$ cat config.mk
export PLATFORM = sky130hd
export DESIGN_NAME = mfp_ahb_sevenseg
export DESIGN_NICKNAME = d
export VERILOG_FILES = /design/src/rtl/mfp_ahb_sevenseg.sv
export SDC_FILE = /design/constraint.sdc
export NUM_CORES = 1
export LEC_CHECK = 0
export CORE_AREA = 10 10 119 121
export DETAILED_ROUTE_END_ITERATION = 10
export DIE_AREA = 0 0 129 131
export MAX_ROUTING_LAYER = met4
export PLACE_DENSITY_LB_ADDON = 0.25
export SLEW_MARGIN = 20
export SYNTH_ARGS = -nofsm -noshare
export SYNTH_HDL_FRONTEND = slang
export SYNTH_SLANG_ARGS = --single-unit
$ cat constraint.sdc
create_clock -name HCLK -period 3.35 [get_ports HCLK]
set_clock_uncertainty 0.2 [all_clocks]
set_input_delay 0.335 -clock HCLK [delete_from_list [all_inputs] [get_ports HCLK]]
set_output_delay 0.335 -clock HCLK [all_outputs]
set_load 0.01 [all_outputs]
$ cat src/rtl/mfp_ahb_sevenseg.sv
// mfp_ahb_sevenseg: AHB-Lite slave that scans eight seven-segment digits.
// Define MFP_SEVENSEG_DIMMING_EN to add the BRIGHT register at offset 0x10.
module mfp_ahb_sevenseg #(
  parameter int REFRESH_DIV = 50000,
  parameter int CNT_W       = 16
) (
  input  logic        HCLK,
  input  logic        HRESETn,
  input  logic        HSEL,
  input  logic [4:0]  HADDR,
  input  logic [1:0]  HTRANS,
  input  logic        HWRITE,
  input  logic [2:0]  HSIZE,
  input  logic        HREADY,
  input  logic [31:0] HWDATA,
  output logic [31:0] HRDATA,
  output logic        HREADYOUT,
  output logic        HRESP,
  output logic [7:0]  disenout,
  output logic [7:0]  disout
);

  localparam logic [CNT_W-1:0] LP_LAST =
    CNT_W'(REFRESH_DIV - 1);

  logic             r_wr_pend;
  logic [2:0]       r_wr_addr;
  logic [7:0]       r_en;
  logic [7:0]       r_dp;
  logic [31:0]      r_hi;
  logic [31:0]      r_lo;
  logic [31:0]      r_hrdata;
  logic [CNT_W-1:0] r_pre;
  logic [2:0]       r_idx;
  logic [7:0]       r_an;
  logic [7:0]       r_seg;
`ifdef MFP_SEVENSEG_DIMMING_EN
  logic [3:0]       r_br;
`endif

  logic             w_acc;
  logic             w_fwd;
  logic             w_lit;
  logic [31:0]      w_rd_reg;
  logic [31:0]      w_rdata;
  logic [31:0]      w_wdata;
  logic [4:0]       w_code;
  logic [7:0]       w_onehot;
  logic             w_unused;

  function automatic logic [31:0] f_fmt(
    input logic [2:0]  a,
    input logic [31:0] d
  );
    logic [31:0] v;
    v = '0;
    case (a)
      3'd0, 3'd3: v = {24'h0, d[7:0]};
      3'd1, 3'd2: v = d & 32'h1F1F_1F1F;
`ifdef MFP_SEVENSEG_DIMMING_EN
      3'd4:       v = {28'h0, d[3:0]};
`endif
      default:    v = '0;
    endcase
    return v;
  endfunction

  // Active-low segments, bit6 = a ... bit0 = g
  function automatic logic [6:0] f_glyph(
    input logic [4:0] c
  );
    logic [6:0] g;
    g = 7'b1111111;
    case (c)
      5'h00: g = 7'b0000001;
      5'h01: g = 7'b1001111;
      5'h02: g = 7'b0010010;
      5'h03: g = 7'b0000110;
      5'h04: g = 7'b1001100;
      5'h05: g = 7'b0100100;
      5'h06: g = 7'b0100000;
      5'h07: g = 7'b0001111;
      5'h08: g = 7'b0000000;
      5'h09: g = 7'b0000100;
      5'h0A: g = 7'b0001000;
      5'h0B: g = 7'b1100000;
      5'h0C: g = 7'b0110001;
      5'h0D: g = 7'b1000010;
      5'h0E: g = 7'b0110000;
      5'h0F: g = 7'b0111000;
      5'h11: g = 7'b1111110;
      default: g = 7'b1111111;
    endcase
    return g;
  endfunction

  assign w_acc    = HSEL & HREADY & HTRANS[1];
  assign w_unused = ^{HSIZE, HTRANS[0], HADDR[1:0]};

  always_comb begin
    w_rd_reg = '0;
    case (HADDR[4:2])
      3'd0: w_rd_reg = {24'h0, r_en};
      3'd1: w_rd_reg = r_hi;
      3'd2: w_rd_reg = r_lo;
      3'd3: w_rd_reg = {24'h0, r_dp};
`ifdef MFP_SEVENSEG_DIMMING_EN
      3'd4: w_rd_reg = {28'h0, r_br};
`endif
      default: w_rd_reg = '0;
    endcase
  end

  // A read overlapping the data phase of a write to it sees HWDATA
  assign w_fwd   = r_wr_pend && (r_wr_addr == HADDR[4:2]);
  assign w_rdata = w_fwd ? f_fmt(HADDR[4:2], HWDATA) : w_rd_reg;
  assign w_wdata = f_fmt(r_wr_addr, HWDATA);

  always_ff @(posedge HCLK or negedge HRESETn) begin
    if (!HRESETn) begin
      r_wr_pend <= 1'b0;
      r_wr_addr <= '0;
      r_hrdata  <= '0;
    end else begin
      r_wr_pend <= w_acc & HWRITE;
      if (w_acc)
        r_wr_addr <= HADDR[4:2];
      if (w_acc && !HWRITE)
        r_hrdata <= w_rdata;
    end
  end

  always_ff @(posedge HCLK or negedge HRESETn) begin
    if (!HRESETn) begin
      r_en <= '0;
      r_hi <= '0;
      r_lo <= '0;
      r_dp <= '0;
`ifdef MFP_SEVENSEG_DIMMING_EN
      r_br <= 4'hF;
`endif
    end else if (r_wr_pend) begin
      case (r_wr_addr)
        3'd0: r_en <= w_wdata[7:0];
        3'd1: r_hi <= w_wdata;
        3'd2: r_lo <= w_wdata;
        3'd3: r_dp <= w_wdata[7:0];
`ifdef MFP_SEVENSEG_DIMMING_EN
        3'd4: r_br <= w_wdata[3:0];
`endif
        default: ;
      endcase
    end
  end

  always_ff @(posedge HCLK or negedge HRESETn) begin
    if (!HRESETn) begin
      r_pre <= '0;
      r_idx <= '0;
    end else if (r_pre == LP_LAST) begin
      r_pre <= '0;
      r_idx <= r_idx + 3'd1;
    end else begin
      r_pre <= r_pre + 1'b1;
    end
  end

`ifdef MFP_SEVENSEG_DIMMING_EN
  localparam logic [CNT_W+3:0] LP_ONE  = 1;
  localparam logic [CNT_W+3:0] LP_DIVW =
    (CNT_W+4)'(REFRESH_DIV);

  logic [CNT_W+3:0] w_bp1;
  logic [CNT_W+3:0] w_prod;
  logic [CNT_W+3:0] w_thr;

  // On-time is (BRIGHT+1)/16 of the slot
  assign w_bp1  = {{CNT_W{1'b0}}, r_br} + LP_ONE;
  assign w_prod = w_bp1 * LP_DIVW;
  assign w_thr  = w_prod >> 4;
  assign w_lit  = ({4'b0000, r_pre} < w_thr);
`else
  assign w_lit  = 1'b1;
`endif

  assign w_code   = r_idx[2] ?
                    r_hi[{r_idx[1:0], 3'b000} +: 5] :
                    r_lo[{r_idx[1:0], 3'b000} +: 5];
  assign w_onehot = 8'b0000_0001 << r_idx;

  always_ff @(posedge HCLK or negedge HRESETn) begin
    if (!HRESETn) begin
      r_an  <= 8'hFF;
      r_seg <= 8'hFF;
    end else begin
      r_an  <= (w_lit && r_en[r_idx]) ? ~w_onehot : 8'hFF;
      r_seg <= {~r_dp[r_idx], f_glyph(w_code)};
    end
  end

  assign HRDATA    = r_hrdata;
  assign HREADYOUT = 1'b1;
  assign HRESP     = 1'b0;
  assign disenout  = r_an;
  assign disout    = r_seg;

endmodule

==> results_dict.tcl <==
set metrics [dict create \
    crit_family "multiplexers" \
    portBuffers 70 \
    min_to "r_pre[0]$_DFF_PN0_" \
    die_h_um 131 \
    slew_headroom_pct 35.2 \
    finalMaxSlewViolations 0 \
    grt_first_pass_wirelength_um 23600 \
    totalWireLength_um 14300 \
    vias_per_cell 5.84 \
    reg2reg_depth 6 \
    nets 620 \
    dr.pass1.iters 4 \
    rsz0062_at_grt "false" \
    drtAntennaViolNets 0 \
    fp-row-count 40 \
    hold_buffers 1 \
    hold_violations 0 \
    insertion_delay_ns 0.42 \
    holdPathStages 1 \
    final_cell_mix "dfrtp_1, clkdlybuf4s50_1, mux2_2" \
    holdCritPathClass "reg -> reg" \
    crit_fanout 7 \
    yosysSeqAreaShare_pct 50.3 \
    yosysTopAreaCell "dfrtp_1" \
    path_class "reg -> reg" \
    grt_antenna_before_repair 0 \
    r2r-start "r_idx[0]$_DFFE_PN0N_" \
    critPathCaptureType "flop" \
    hp-start "r_pre[0]$_DFF_PN0_" \
    tightest_slew_ns 0.972 \
    syn-mean-instance-area_um2 12.8 \
    powerDensity_nw_per_um2 662 \
    cp_num_buf_inv 1 \
    cts_resized 0 \
    cts.path.max_buffers 2 \
    crit_path_start_kind "flop" \
    grt_overflow_total 0 \
    die_width_um 129 \
    grt_pass1_vias 4609 \
    clock-sinks 124 \
    grt.total_usage_pct 18.6 \
    ys_types 49 \
    design.portCount 97 \
    ys_seq_elements 124 \
    ir_worst_vdd_mv 0.448 \
    gp_congestion 0.818 \
    layout_commonest_cell "dfrtp_1" \
    syn_to_final_growth_pct 23.3 \
    clkTransAtPathRegs_ns 0.05 \
    cts_setup_buffers 0 \
    outcome "finished, final reports clean" \
    crit_required_ns 3.48 \
    wl_per_cell_um 19.9 \
    leakage_uw 0.00330 \
    yosys.area.top_type_share_pct 43.5 \
    worstPathArrival_ns 2.70 \
    start_util_pct 52.6 \
    postSynthCellCount 486 \
    vias 4205 \
    yosysWarnings 0 \
    rrSetupSlack_ns 0.78 \
    power_uw 5070 \
    synth_flop_cell "dfrtp_1" \
    setup_violations 0 \
    period_share_pct 76.8 \
    critPathSlowestCell "mux4_1" \
    synth-edff-count 0 \
    final.setup.tns_ns 0 \
    cts_buffers 17 \
    min_period_ns 2.57 \
    synthArstFlopShare_pct 100 \
    syn_area_um2 6210 \
    fmax_ghz 0.389 \
    holdWs_ns 0.252 \
    coreArea_um2 11800 \
    reg2reg_to "disout[6]$_DFF_PN1_" \
    htreeDepth 4 \
    grt_max_degree 79 \
    dr.first_iter.drc_count 295 \
    cp_cell_sequence "mux4_1, mux2i_4, inv_1, ha_1, nor4_1, a211oi_1" \
    cap_violations 0 \
    cts_tree "yes" \
    clock-root-buffer "clkbuf_16" \
    netlist_top_cells_area "dfrtp_1, mux2_2, dfstp_2" \
    drive_gt1_share_pct 24.8 \
    max_stage_delay_ns 0.68 \
    diodes 0 \
    dp_hpwl_um 10200 \
    die-area_um2 16900 \
    drc 0 \
]
==> cell usage after synthesis, types with 10 or more instances <==
cell,count
dfrtp_1,108
mux2_2,59
nand2_1,36
o21ai_0,30
a22o_1,23
a32oi_1,16
dfstp_2,16
nor2_1,16
buf_2,14
buf_4,14
ha_1,13
mux4_2,13
clkbuf_1,10
xor2_1,10
==> where the power goes <==
group | internal, uW | leakage (uW) | total [uW] | switching (uW)
logic | 606 | 0.00145 | 1070 | 461
clock network | 1340 | 0.000315 | 1970 | 628
registers | 1820 | 0.00154 | 2040 | 213
total | 3770 | 0.00330 | 5070 | 1300
==> stage by stage <==
| stage | utilization, % | worst slack [ns] | std cells | cell area, um2 |
|---|---|---|---|---|
| 6_report | 64.9 | 0.776 | 720 | 7660 |
| 4_1_cts | 64.9 | 0.768 | 720 | 7660 |
| 3_5_place_dp | 59.4 | 0.696 | 687 | 7010 |
| 5_1_grt | 64.9 | 0.576 | 720 | 7660 |
| 3_3_place_gp | 59.4 | 0.747 | 687 | 7010 |
| 2_1_floorplan | - | 0.956 | 495 | 6250 |
==> sequential cells by signal, indices dropped and copies added (netlist names) <==
name,flops
disout,8
r_hi,23
r_en,8
r_idx,3
HRDATA,23
disenout,8
r_wr_pend,1
r_wr_addr,3
r_lo,23
r_dp,8
r_pre,16
==> logic make-up after synthesis <==
| logic type | after synthesis | synth area share, % |
|---|---|---|
| buffers and inverters | 52 | 4.63 |
| multiplexers | 92 | 21.7 |
| adder cells (fa/ha/maj) | 13 | 2.62 |
| AND/OR/NAND/NOR | 103 | 8.72 |
| flip-flops | 124 | 50.3 |
| XOR/XNOR | 17 | 2.40 |
| other | 2 | 0.121 |
| AO/OA/AOI/OAI | 83 | 9.60 |
==> routing by layer <==
metal	wire length (um)	vias up	part of all wire, %	track usage (%)
met4	250	0	1.7	6.49
met3	713	21	5.0	5.68
li1	-	1918	-	-
met1	6090	2136	42	20.9
met2	7280	130	51	31.0
met5	0	-	0	-
==> how the worst max path moves through the flow <==
stage	slack, ns	cells past startpoint	from	end
after floorplan	0.96	7	r_idx[0]$_DFFE_PN0N_	disout[6]$_DFF_PN1_
after global placement	0.75	7	HADDR[3]	HRDATA[6]$_DFFE_PN0P_
after detailed placement	0.70	7	HADDR[3]	HRDATA[4]$_DFFE_PN0P_
after CTS	0.77	6	r_idx[0]$_DFFE_PN0N_	disout[0]$_DFF_PN1_
after global routing	0.58	7	r_idx[0]$_DFFE_PN0N_	disout[6]$_DFF_PN1_
final	0.78	6	r_idx[0]$_DFFE_PN0N_	disout[6]$_DFF_PN1_
==> final cells by class <==
type | count | area, um2
clock buffers | 26 | 509
clock inverters | 6 | 130
fillers | 884 | 4150
inverters | 10 | 37.5
multi-input cells | 319 | 2840
flip-flops and latches | 124 | 3120
well taps | 147 | 184
repair buffers | 88 | 836
(Power assumes the default switching activity.)
==> variant 1, RTL diff (same flow settings) <==
The option `MFP_SEVENSEG_DIMMING_EN` is turned on by a define.
--- a/src/rtl/mfp_ahb_sevenseg.sv
+++ b/src/rtl/mfp_ahb_sevenseg.sv
@@ -1,5 +1,7 @@
 // mfp_ahb_sevenseg: AHB-Lite slave that scans eight seven-segment digits.
 // Define MFP_SEVENSEG_DIMMING_EN to add the BRIGHT register at offset 0x10.
+`define MFP_SEVENSEG_DIMMING_EN
+
 module mfp_ahb_sevenseg #(
   parameter int REFRESH_DIV = 50000,
   parameter int CNT_W       = 16
Formal check against the unedited RTL: not equivalent (Yosys sat finds a counterexample within 4 cycles, from zero or initial values and one cycle with HRESETn low).
==> variant 1 against the unedited design <==
The run now ends with setup timing left; setup slack got worse by 1.8 ns; routed wire length increased by 38%; final area increased by 25%; critical endpoint is now disenout[1]$_DFF_PN1_; synthesized cell count grew 47%; synthesized area up 21%; sequential cell count increased by 4; via count rose by 47%; critical path type unchanged.
Power is not compared: it rests on default switching activity, and its combinational part moved more than twofold at a synthesized area within 25%.
==> variant 1: results (changes against the unedited design) <==
Clock distribution area overhead in the final layout -> 6.65% (-1.7 points)
Status -> complete, but fails checks
Path category of the worst min-delay check -> input pin to register
Least-Margin Pin Slew -> 0.783 ns (-0.189 ns)
Number of inverters outside the clock class in the layout -> 22 (+12)
Share of cell area taken by multi-input logic gates -> 44.3% (+7.2 points)
Critical Path Start -> r_br[0]$_DFFE_PN1P_
First-pass GRT wire length -> 32600 µm (+38%)
Total cell area at the placement stage -> 0.00878 mm² (+25%)
Slack of the critical path -> -0.981 ns (-1.76 ns)
Area growth from synthesis to layout -> 27.7%
Maximum fanout count along the critical path -> 8 (+1)
Starting DRT DRC Count -> 549 (+86%)
Multi-In Gates -> 529 (+66%)
Dominant cells by area after synthesis -> sky130_fd_sc_hd__dfrtp_1 36%, sky130_fd_sc_hd__ha_1 9.8%, sky130_fd_sc_hd__dfstp_2 7.0%
Worst setup slack before clock tree synthesis -> -1.03 ns (-1.73 ns)
Hpwl dp -> 14300 µm (+40%)
Failing checks -> setup timing
Net total in the final layout -> 937 (+51%)
Summed negative setup slack over all endpoints -> -7.66 ns (-7.66 ns)
Multiplexer fraction of the synthesized cell area -> 11.0% (-11 points)
Cell with the largest stage delay on the worst path -> sky130_fd_sc_hd__dfstp_2
Synth Area in XOR/XNOR -> 4.20% (+1.8 points)
Syn Std Cell Area -> 0.00750 mm² (+21%)
Fill cells -> 667 (-25%)
Vias -> 6174 (+47%)
Share of synthesized area occupied by flip-flops and latches -> 43.1% (-7.2 points)
Clock tree buffer count of the final layout -> 20 (-23%)
Crit-path max cell delay -> 0.58 ns (-0.10 ns)
Router iterations before antenna repair -> 6 (+2)
Number of global-route vias before repair -> 6599 (+43%)
Compound-Gate Fraction of Synth Area -> 13.8% (+4.2 points)
Sequential portion of the cell area -> 33.7% (-7.0 points)
Arr. time, crit path -> 4.48 ns (+1.78 ns)
Final setup violating endpoints -> 8 (+8)
Post-CTS sizing -> 6 (+6)
[variant 1: changes by cell type after synthesis, moves of 14 or more]
| cell | change |
|---|---|
| sky130_fd_sc_hd__nand2_1 | +79 |
| sky130_fd_sc_hd__inv_1 | +14 |
| sky130_fd_sc_hd__a22oi_1 | +14 |
| sky130_fd_sc_hd__a32oi_1 | -16 |
| sky130_fd_sc_hd__o21ai_0 | +23 |
| sky130_fd_sc_hd__ha_1 | +46 |
| sky130_fd_sc_hd__mux2_2 | -40 |
[variant 1: through the flow]
stage / power (mW) / instances / hold WS, ns
floorplan: 4.79 / 724 / -0.161
global placement: 5.95 / 948 / 0.191
detailed placement: 6.13 / 948 / 0.194
CTS: 8.22 / 987 / 0.258
global route: 8.87 / 990 / 0.293
finish: 8.34 / 990 / 0.259
[variant 1: routing by layer]
metal / track usage [%] / vias up / wire [µm]
li1: - / 2771 / -
met1: 27.9 / 3039 / 7790
met2: 43.2 / 311 / 10200
met3: 5.88 / 53 / 1280
met4: 9.23 / 0 / 516
met5: - / - / 0
==> variant 2, RTL diff (same settings) <==
Made on the original files. Make the reset (`HRESETn`) synchronous in 4 clocked blocks.
--- a/src/rtl/mfp_ahb_sevenseg.sv
+++ b/src/rtl/mfp_ahb_sevenseg.sv
@@ -116,7 +116,7 @@
   assign w_rdata = w_fwd ? f_fmt(HADDR[4:2], HWDATA) : w_rd_reg;
   assign w_wdata = f_fmt(r_wr_addr, HWDATA);
 
-  always_ff @(posedge HCLK or negedge HRESETn) begin
+  always_ff @(posedge HCLK) begin
     if (!HRESETn) begin
       r_wr_pend <= 1'b0;
       r_wr_addr <= '0;
@@ -130,7 +130,7 @@
     end
   end
 
-  always_ff @(posedge HCLK or negedge HRESETn) begin
+  always_ff @(posedge HCLK) begin
     if (!HRESETn) begin
       r_en <= '0;
       r_hi <= '0;
@@ -153,7 +153,7 @@
     end
   end
 
-  always_ff @(posedge HCLK or negedge HRESETn) begin
+  always_ff @(posedge HCLK) begin
     if (!HRESETn) begin
       r_pre <= '0;
       r_idx <= '0;
@@ -188,7 +188,7 @@
                     r_lo[{r_idx[1:0], 3'b000} +: 5];
   assign w_onehot = 8'b0000_0001 << r_idx;
 
-  always_ff @(posedge HCLK or negedge HRESETn) begin
+  always_ff @(posedge HCLK) begin
     if (!HRESETn) begin
       r_an  <= 8'hFF;
       r_seg <= 8'hFF;
Formal check against the unedited RTL: differs if HRESETn is asserted again (counterexample within 4 cycles, from zero or initial values and one cycle with HRESETn low); with HRESETn held inactive, the same outputs for 4 cycles.
==> variant 2 against the unedited design <==
Routed wire length increased by 5.8%; via count grew 18%; sequential cell count unchanged; final area down 3.9%; largest cell class is now multi-input gates; synthesized area down 3.8%; die area is the same; setup slack worse by 0.39 ns; maximum frequency down 13%; first-iteration DRC count is 13% higher.
Power is not compared: it rests on default switching activity, and its combinational part moved more than twofold at a synthesized area within 25%.
==> variant 2: results (changes against the unedited design) <==
N_diodes -> 0 (unchanged)
Hold Path Sink -> disout[3]$_SDFF_PP1_
Router iterations before antenna repair -> 6 (+2)
Post-CTS setup-driven buffer insertion count -> 0 (unchanged)
Status -> finished clean
Final RePlAce weighted congestion -> 0.847 (+3.5%)
Cell depth of the worst min-delay path -> 2 (+1)
Start point of the worst min-delay path -> HRESETn
Vias -> 4948 (+18%)
Global-route usage over all layers -> 19.2% (+0.58 points)
Maximum fanout count along the critical path -> 10 (+3)
Worst reg2reg path endpoint -> disout[0]$_SDFF_PN1_
Worst setup slack before clock tree synthesis -> 0.321 ns (-0.375 ns)
Arr. time, crit path -> 3.06 ns (+0.36 ns)
Number of global-route vias before repair -> 4981 (+8.1%)
Initial antenna violation count -> 0 (unchanged)
Clock latency of the later-clocked register in the worst-skew pair -> 0.42 ns (about the same)
Post-CTS sizing -> 0 (unchanged)
Gate family responsible for the most delay along the worst path -> multiplexers
Worst reg2reg setup slack -> 0.38 ns (-0.39 ns)
Starting DRT DRC Count -> 334 (+13%)
Clock H-tree levels -> 4 (unchanged)
Path category of the worst min-delay check -> input pin to register
Hpwl dp -> 10700 µm (+5.4%)
First-pass GRT wire length -> 24900 µm (+5.2%)
Share of synthesized area occupied by flip-flops and latches -> 41.5% (-8.7 points)
Worst hold slack -> 0.0236 ns (-0.228 ns)
Total of buffers placed on input and output ports -> 70 (unchanged)
LEAKAGE -> 2.93 nW
Reg2Reg Depth -> 7 (+1)
Warning count from the yosys run -> 0 (unchanged)
Worst-case vdd ir drop -> 0.339 mV
Yosys cell types -> 48 (-2.0%)
Largest net degree at the start of global routing -> 47 (-41%)
Net total in the final layout -> 760 (+23%)
Largest buffer count on any clock path -> 2 (unchanged)
Post-detailed-routing wire length -> 15200 µm (+5.8%)
Leftover overflow at the end of global routing -> 0 (unchanged)
Slew HR -> 25.9% (-9.3 points)
Most used standard cells in the synthesized netlist -> 147 x sky130_fd_sc_hd__nand2_1, 124 x sky130_fd_sc_hd__dfxtp_1, 45 x sky130_fd_sc_hd__a21boi_1
Dominant cells by area after synthesis -> sky130_fd_sc_hd__dfxtp_1 42%, sky130_fd_sc_hd__nand2_1 9.2%, sky130_fd_sc_hd__mux4_2 8.3%
Startpoint Class -> register
Crit-path max cell delay -> 0.63 ns (-0.05 ns)
Layout cell share with drive strength beyond 1 -> 10.9% (-14 points)
Cell with the largest stage delay on the worst path -> sky130_fd_sc_hd__dfxtp_1
Source of the worst register-to-register timing path -> r_idx[2]$_SDFFE_PN0N_
Summed negative setup slack over all endpoints -> 0 ns (unchanged)
Root buffer cell -> sky130_fd_sc_hd__clkbuf_16
Total cell area at the placement stage -> 0.00676 mm² (-3.7%)
Ys async rst share -> 0% (-100 points)
CTS clk-pin slew, worst paths -> 0.05 ns (about the same)
Cts bufs inserted -> 17 (unchanged)
[variant 2: cell types whose count changed after synthesis, moves of 10 or more]
cell / delta
sky130_fd_sc_hd__a21boi_0: +12
sky130_fd_sc_hd__dfrtp_1: -108
sky130_fd_sc_hd__a21boi_1: +45
sky130_fd_sc_hd__nand2_1: +111
sky130_fd_sc_hd__dfstp_2: -16
sky130_fd_sc_hd__clkbuf_1: +23
sky130_fd_sc_hd__o21ai_0: -29
sky130_fd_sc_hd__nor2b_1: +13
sky130_fd_sc_hd__and3_1: +10
sky130_fd_sc_hd__o211a_1: +15
sky130_fd_sc_hd__nor2_1: +11
sky130_fd_sc_hd__dfxtp_1: +124
sky130_fd_sc_hd__mux2_2: -59
[variant 2: cells by family after synthesis]
family,after synthesis,synth area share (%)
xor+xnor,20,2.93
buf+inv,71,5.61
compound gates,123,16.6
fa+ha+maj,12,2.51
flops,124,41.5
other cells,2,0.126
mux,45,12.3
simple gates,245,18.4
[variant 2: report_power, final]
| group | switching [mW] | internal, mW | leakage (nW) | total (mW) |
|---|---|---|---|---|
| clock network | 0.615 | 1.23 | 0.300 | 1.84 |
| registers | 0.0125 | 1.49 | 1.00 | 1.51 |
| logic | 0.0964 | 0.0919 | 1.63 | 0.188 |
| total | 0.724 | 2.82 | 2.93 | 3.54 |
[variant 2: worst max path at each step]
stage,endpoint,slack [ns],cells after the start
after CTS,disout[0]$_SDFF_PN1_,0.39,7
after detailed placement,HRDATA[28]$_SDFFE_PN0P_,0.32,6
after global placement,HRDATA[28]$_SDFFE_PN0P_,0.31,6
after floorplan,disout[0]$_SDFF_PN1_,0.59,8
after global routing,disout[0]$_SDFF_PN1_,0.20,7
final,disout[0]$_SDFF_PN1_,0.38,7
[variant 2: through the flow]
step                      std cells  power (mW)
after floorplan                 651        1.64
after global placement          829        1.72
after global routing            861        3.66
after detailed placement        829        1.72
after CTS                       861        3.56
final                           861        3.54
[variant 2: layout make-up]
class	instances	area (µm²)
clock inverter	5	77.6
multi-input combinational	456	3200
fill	985	4450
clock buffer	27	533
timing repair buffer	90	846
tap	147	184
sequential	124	2480
inverter	12	45.0
[variant 2: per-layer routing]
layer	share of wire, %	track usage [%]	up-vias
met4	1.4	6.29	0
met5	0	-	-
met1	42	21.5	2407
li1	-	-	2339
met3	6.3	5.16	24
met2	50	32.6	178
